File: config.mk
export PLATFORM = sky130hd
export DESIGN_NAME = mono_multi_vib
export DESIGN_NICKNAME = d
export VERILOG_FILES = /design/src/rtl/mono_multi_vib_pkg.sv /design/src/rtl/mmv_channel.sv /design/src/rtl/mono_multi_vib.sv
export SDC_FILE = /design/constraint.sdc
export NUM_CORES = 1
export LEC_CHECK = 0
export ABC_AREA = 1
export BUFFER_PORTS_ARGS = -buffer_cell sky130_fd_sc_hd__buf_4
export CORE_ASPECT_RATIO = 0.7
export CORE_MARGIN = 5
export CORE_UTILIZATION = 40
export DETAILED_ROUTE_END_ITERATION = 6
export PLACE_DENSITY = 0.68
export SLEW_MARGIN = 20
export SYNTH_ARGS = -nofsm -noshare
export SYNTH_HDL_FRONTEND = slang
export SYNTH_SLANG_ARGS = --single-unit
File: constraint.sdc
create_clock -name clk -period 2.33 [get_ports clk]
set_clock_uncertainty 0.05 [all_clocks]
set_input_delay 0 -clock clk [delete_from_list [all_inputs] [get_ports clk]]
set_output_delay 0 -clock clk [all_outputs]
set_load 0.01 [all_outputs]
File: src/rtl/mono_multi_vib_pkg.sv
// Shared definitions for the multi-channel monostable vibrator.
// Holds the trigger edge-mode encodings and the per-channel FSM state
// encoding used by mmv_channel.
package mono_multi_vib_pkg;

    typedef enum logic [1:0] {
        EDGE_FALL = 2'b00,
        EDGE_RISE = 2'b01,
        EDGE_BOTH = 2'b10,
        EDGE_OFF  = 2'b11
    } edge_mode_t;

    typedef enum logic [0:0] {
        ST_IDLE  = 1'b0,
        ST_PULSE = 1'b1
    } mmv_state_t;

endpackage

File: src/rtl/mmv_channel.sv
// One channel of the monostable vibrator: input synchronizer, edge detect,
// IDLE/PULSE one-shot FSM with down-counter, and sticky miss flag.
// Ports:
//   clk, rst            clock / async active-low reset
//   sig                 asynchronous trigger input
//   armed               high once the shared post-reset arm window has passed
//   edge_mode, retrig   global trigger edge selection and retrigger policy
//   width               pulse length in clk cycles, sampled on accepted trigger
//   miss_clr            synchronous clear of the miss flag
//   out, edge_o, miss   one-shot pulse, trigger strobe, sticky drop flag
module mmv_channel
    import mono_multi_vib_pkg::*;
#(
    parameter int CNT_W       = 8,
    parameter int SYNC_STAGES = 2
) (
    input  logic             clk,
    input  logic             rst,
    input  logic             sig,
    input  logic             armed,
    input  logic [1:0]       edge_mode,
    input  logic             retrig,
    input  logic [CNT_W-1:0] width,
    input  logic             miss_clr,
    output logic             out,
    output logic             edge_o,
    output logic             miss
);

    localparam logic [CNT_W-1:0] CNT_ZERO = {CNT_W{1'b0}};
    localparam logic [CNT_W-1:0] CNT_ONE  = {{(CNT_W-1){1'b0}}, 1'b1};

    logic [SYNC_STAGES-1:0] sync_r;
    logic                   sig_d_r;
    mmv_state_t             state_r;
    logic [CNT_W-1:0]       cnt_r;
    logic                   out_r;
    logic                   edge_r;
    logic                   miss_r;

    logic sync_s;
    logic rise_s;
    logic fall_s;
    logic trig_s;
    logic miss_set_s;

    assign sync_s = sync_r[SYNC_STAGES-1];
    assign out    = out_r;
    assign edge_o = edge_r;
    assign miss   = miss_r;

    // Edge detect and qualification by the global edge mode and arm window.
    always_comb begin
        rise_s = sync_s & ~sig_d_r;
        fall_s = ~sync_s & sig_d_r;
        case (edge_mode_t'(edge_mode))
            EDGE_FALL: trig_s = armed & fall_s;
            EDGE_RISE: trig_s = armed & rise_s;
            EDGE_BOTH: trig_s = armed & (rise_s | fall_s);
            EDGE_OFF:  trig_s = 1'b0;
            default:   trig_s = 1'b0;
        endcase
    end

    // A trigger is dropped when it cannot start a pulse (width 0) or arrives
    // mid-pulse while retriggering is disabled.
    always_comb begin
        miss_set_s = 1'b0;
        if (trig_s) begin
            if (state_r == ST_IDLE) begin
                miss_set_s = (width == CNT_ZERO);
            end else begin
                miss_set_s = ~retrig;
            end
        end else begin
            miss_set_s = 1'b0;
        end
    end

    // Synchronizer, edge strobe, miss flag and one-shot FSM with counter.
    always_ff @(posedge clk or negedge rst) begin
        if (!rst) begin
            sync_r  <= {SYNC_STAGES{1'b0}};
            sig_d_r <= 1'b0;
            state_r <= ST_IDLE;
            cnt_r   <= CNT_ZERO;
            out_r   <= 1'b0;
            edge_r  <= 1'b0;
            miss_r  <= 1'b0;
        end else begin
            sync_r  <= {sync_r[SYNC_STAGES-2:0], sig};
            sig_d_r <= sync_s;
            edge_r  <= trig_s;
            // A set event on the same edge wins over the clear.
            miss_r  <= miss_set_s | (miss_r & ~miss_clr);
            case (state_r)
                ST_IDLE: begin
                    if (trig_s && (width != CNT_ZERO)) begin
                        state_r <= ST_PULSE;
                        cnt_r   <= width - CNT_ONE;
                        out_r   <= 1'b1;
                    end
                end
                ST_PULSE: begin
                    // Accepted retrigger takes priority over expiry.
                    if (trig_s && retrig) begin
                        if (width != CNT_ZERO) begin
                            cnt_r <= width - CNT_ONE;
                        end else begin
                            state_r <= ST_IDLE;
                            cnt_r   <= CNT_ZERO;
                            out_r   <= 1'b0;
                        end
                    end else if (cnt_r == CNT_ZERO) begin
                        state_r <= ST_IDLE;
                        out_r   <= 1'b0;
                    end else begin
                        cnt_r <= cnt_r - CNT_ONE;
                    end
                end
                default: begin
                    state_r <= ST_IDLE;
                    cnt_r   <= CNT_ZERO;
                    out_r   <= 1'b0;
                end
            endcase
        end
    end

endmodule

File: src/rtl/mono_multi_vib.sv
// Multi-channel retriggerable/non-retriggerable monostable vibrator.
// Holds the shared post-reset arm counter and CH independent channels.
// Ports:
//   clk, rst   clock / async active-low reset
//   sig        CH asynchronous trigger inputs
//   edge_mode  00 falling, 01 rising, 10 both, 11 disabled (global)
//   retrig     1 retriggerable, 0 non-retriggerable (global)
//   width      pulse length in clk cycles (global)
//   miss_clr   synchronous clear of all miss flags
//   out        per-channel one-shot pulse
//   edge_o     per-channel one-cycle strobe per qualified edge
//   miss       per-channel sticky dropped-trigger flag
module mono_multi_vib
    import mono_multi_vib_pkg::*;
#(
    parameter int CH          = 4,
    parameter int CNT_W       = 8,
    parameter int SYNC_STAGES = 2
) (
    input  logic             clk,
    input  logic             rst,
    input  logic [CH-1:0]    sig,
    input  logic [1:0]       edge_mode,
    input  logic             retrig,
    input  logic [CNT_W-1:0] width,
    input  logic             miss_clr,
    output logic [CH-1:0]    out,
    output logic [CH-1:0]    edge_o,
    output logic [CH-1:0]    miss
);

    // Triggers stay blocked for the first SYNC_STAGES+1 edges after reset so
    // the reset-cleared sync chain filling with a static-high input is not
    // mistaken for a rising edge.
    localparam int                ARM_W    = $clog2(SYNC_STAGES + 2);
    localparam logic [ARM_W-1:0] ARM_LAST = ARM_W'(SYNC_STAGES + 1);
    localparam logic [ARM_W-1:0] ARM_ONE  = {{(ARM_W-1){1'b0}}, 1'b1};

    logic [ARM_W-1:0] arm_cnt_r;
    logic             armed_s;

    assign armed_s = (arm_cnt_r == ARM_LAST);

    // Shared arm counter, saturating once the arm window has elapsed.
    always_ff @(posedge clk or negedge rst) begin
        if (!rst) begin
            arm_cnt_r <= {ARM_W{1'b0}};
        end else if (!armed_s) begin
            arm_cnt_r <= arm_cnt_r + ARM_ONE;
        end else begin
            arm_cnt_r <= arm_cnt_r;
        end
    end

    for (genvar i = 0; i < CH; i++) begin : g_ch
        mmv_channel #(
            .CNT_W       (CNT_W),
            .SYNC_STAGES (SYNC_STAGES)
        ) u_ch (
            .clk       (clk),
            .rst       (rst),
            .sig       (sig[i]),
            .armed     (armed_s),
            .edge_mode (edge_mode),
            .retrig    (retrig),
            .width     (width),
            .miss_clr  (miss_clr),
            .out       (out[i]),
            .edge_o    (edge_o[i]),
            .miss      (miss[i])
        );
    end

endmodule

==> reports/qor.txt <==
cell area power density -> 1189 nW/um2
#FFs+latches synth -> 62
Synth top area share -> 0.3487
number of flops mapped to enable cells by yosys -> 0
fraction of layout cells with a size suffix above 1 -> 0.1355
Worst Path Max Fanout -> 15
HPWL after detailed placement -> 8135 um
NetSw -> 2.656 mW
outcome -> completed
Warnings, synthesis -> 0
CP arrival -> 2.16 ns
Avg WL per Cell -> 13.41 um
initial antenna violation count -> 0
Vias -> 4051
core box area -> 10930 um2
GRT Total Usage -> 0.1712
clk sinks -> 62
die area -> 13370 um2
Async SR Flop Fraction -> 1.000
drt first pass iters -> 6
Clock Pin Slew Worst Setup and Hold Paths -> 0.06 ns
nets@finish -> 701
hold depth -> 5
Syn Inst Count -> 634
hold path startpoint -> width[5]
# diodes -> 0
Yosys cell types -> 33
cell area after layout -> 5060 um2
Fmax -> 0.5006 GHz
CP Data Required Time -> 2.49 ns
largest net degree at the start of global routing -> 63
first-pass GRT wire length -> 18460 um
CTS tree -> yes
Clock Latency Late Sink -> 0.33 ns
IO Pins -> 30
ys flop type -> dfrtp_1
Reg2Reg Depth -> 11
Initial Util -> 0.4071
Max VDD drop -> 0.6653 mV
total grt overflow -> 0
vias per cell -> 4.958
chip height -> 98.24 um
Pleak -> 2.717 nW
Worst Hold Class -> in2reg
Synth area leader -> dfrtp_1
Post-Syn Area per Cell -> 7.018 um2
Final Hold Fails -> 0
max_slew headroom -> 0.4666
top cells by count, synth -> nand2_1 (213), inv_1 (81), dfrtp_1 (62)
critical path capture point type -> flip-flop
# rows -> 32
Cell Area, Synth -> 4449 um2
final slew viol count -> 0
vias in the first global route -> 3886
final worst-path cycle share -> 0.8573
switching part of the total power -> 0.4413
Initial DRC Count -> 479
clock power share -> 0.207
# setup viols final -> 0
CTS root buf -> clkbuf_16
sequential share of power -> 0.319
Crit. Startpoint -> width[0]
TNS Setup -> 0 ns
most frequent cell after synthesis -> nand2_1
most area-consuming cells after synthesis -> dfrtp_1 (35%), nand2_1 (18%), inv_1 (6.8%)
sequential share of the synthesized area -> 0.3487
Final GP Congestion -> 0.9575
CP Class -> in2reg
crit path launch type -> input pin
Die X -> 136.1 um
Placed Area -> 4715 um2
# port buffers -> 29
Num CTS Buffers -> 9
Pint -> 3.362 mW
Post-CTS Setup Bufs -> 0
Final min period -> 1.997 ns
deepest clock path buffer count -> 2
drt drc -> 0
maxcap violations -> 0
worst r2r src -> arm_cnt_r[0]$_DFFE_PN0P_
post-cts gate resize count -> 0
area grow syn2layout -> 13.72%
number of hold buffers added after CTS -> 7
RSZ-0062 raised after global routing -> false
syn_nets -> 674
Post-Route WL -> 10960 um
Worst Max-Slew Pin Slew -> 0.8002 ns
Comb pwr share -> 0.474
remaining antenna violation count -> 0
htree depth -> 3
## power by group through the flow
stage          sequential, mW  combinational, mW  clock, mW
2_1_floorplan            1.75               2.35          0
3_3_place_gp             1.92               2.78          0
3_5_place_dp             1.92               2.82          0
4_1_cts                  1.91               2.84       1.27
5_1_grt                  1.97               3.29       1.32
6_report                 1.92               2.85       1.25
## routing by layer
metal / global-route usage / share of wire
met5: 0 / 0
met4: 0.04493 / 0.015
met3: 0.04119 / 0.062
met2: 0.2537 / 0.43
met1: 0.2498 / 0.49
## worst max-delay path: stages
cell           delay (ns)
dlygate4sd3_1        0.53
buf_4                0.15
inv_2                0.17
ha_1                 0.18
nand2_1              0.12
nor2_8               0.28
inv_2                0.19
nand2_1              0.17
nand2_1              0.07
nand3_1              0.06
o21ai_0              0.10
nand2_1              0.09
nand2_1              0.05
## per-stage QoR
stage / setup WS (ns) / power, mW / hold WS, ns / instances / utilization
finish: 0.3326 / 6.018 / 0.06852 / 817 / 0.4629
global route: 0.1687 / 6.577 / 0.09217 / 817 / 0.4629
CTS: 0.3631 / 6.022 / 0.06095 / 817 / 0.4629
detailed placement: 0.3677 / 4.740 / 0.06059 / 796 / 0.4313
global placement: 0.4729 / 4.694 / 0.05973 / 796 / 0.4313
floorplan: 0.6985 / 4.097 / -0.3456 / 634 / -
## layout make-up
type	instances	area [um2]
well taps	153	191.4
repair buffers	37	295.3
flip-flops and latches	62	1551
clock buffers	13	270.3
inverters	91	349.1
clock inverters	1	5.005
fillers	1057	5871
multi-input cells	460	2397
## worst paths after layout
check | end | slack [ns]
setup / recovery | g_ch[1].u_ch.cnt_r[0]$_DFFE_PN0P_ | 0.33
hold / removal | g_ch[0].u_ch.state_r$_DFF_PN0_ | 0.07
setup reg to reg | g_ch[1].u_ch.cnt_r[2]$_DFFE_PN0P_ | 0.37
hold reg to reg | g_ch[0].u_ch.sync_r[1]$_DFF_PN0_ | 0.30
max in group asynchronous | g_ch[3].u_ch.cnt_r[7]$_DFFE_PN0P_ | 1.45
min in group asynchronous | g_ch[3].u_ch.sync_r[1]$_DFF_PN0_ | 0.26
## cell families after synthesis
| group | after synthesis | synth area share |
|---|---|---|
| compound gates | 51 | 0.06749 |
| xor+xnor | 18 | 0.03543 |
| fa+ha+maj | 22 | 0.06187 |
| buf+inv | 112 | 0.1125 |
| flops | 62 | 0.3487 |
| mux | 1 | 0.002531 |
| simple gates | 368 | 0.3715 |
## sequential cells by signal (all words and copies together) (netlist names)
register           count
g_ch.u_ch.sync_r       8
g_ch.u_ch.cnt_r       32
arm_cnt_r              2
g_ch.u_ch.out          4
g_ch.u_ch.edge_o       4
g_ch.u_ch.miss         4
g_ch.u_ch.sig_d_r      4
g_ch.u_ch.state_r      4
## layout by cell type, fill, tap and decap left out, drive strengths merged
cell type	instances
dfrtp	62
o32ai	2
clkinv	2
ha	22
dlygate4sd3	7
nand2	224
or2	1
mux2	1
o22ai	3
buf	30
a21oi	11
nand3	64
o21ai	29
inv	90
nand4	7
xor2	13
xnor2	5
clkbuf	13
nor2	72
o211ai	6
Note: power is estimated with default switching activity, not from simulation.
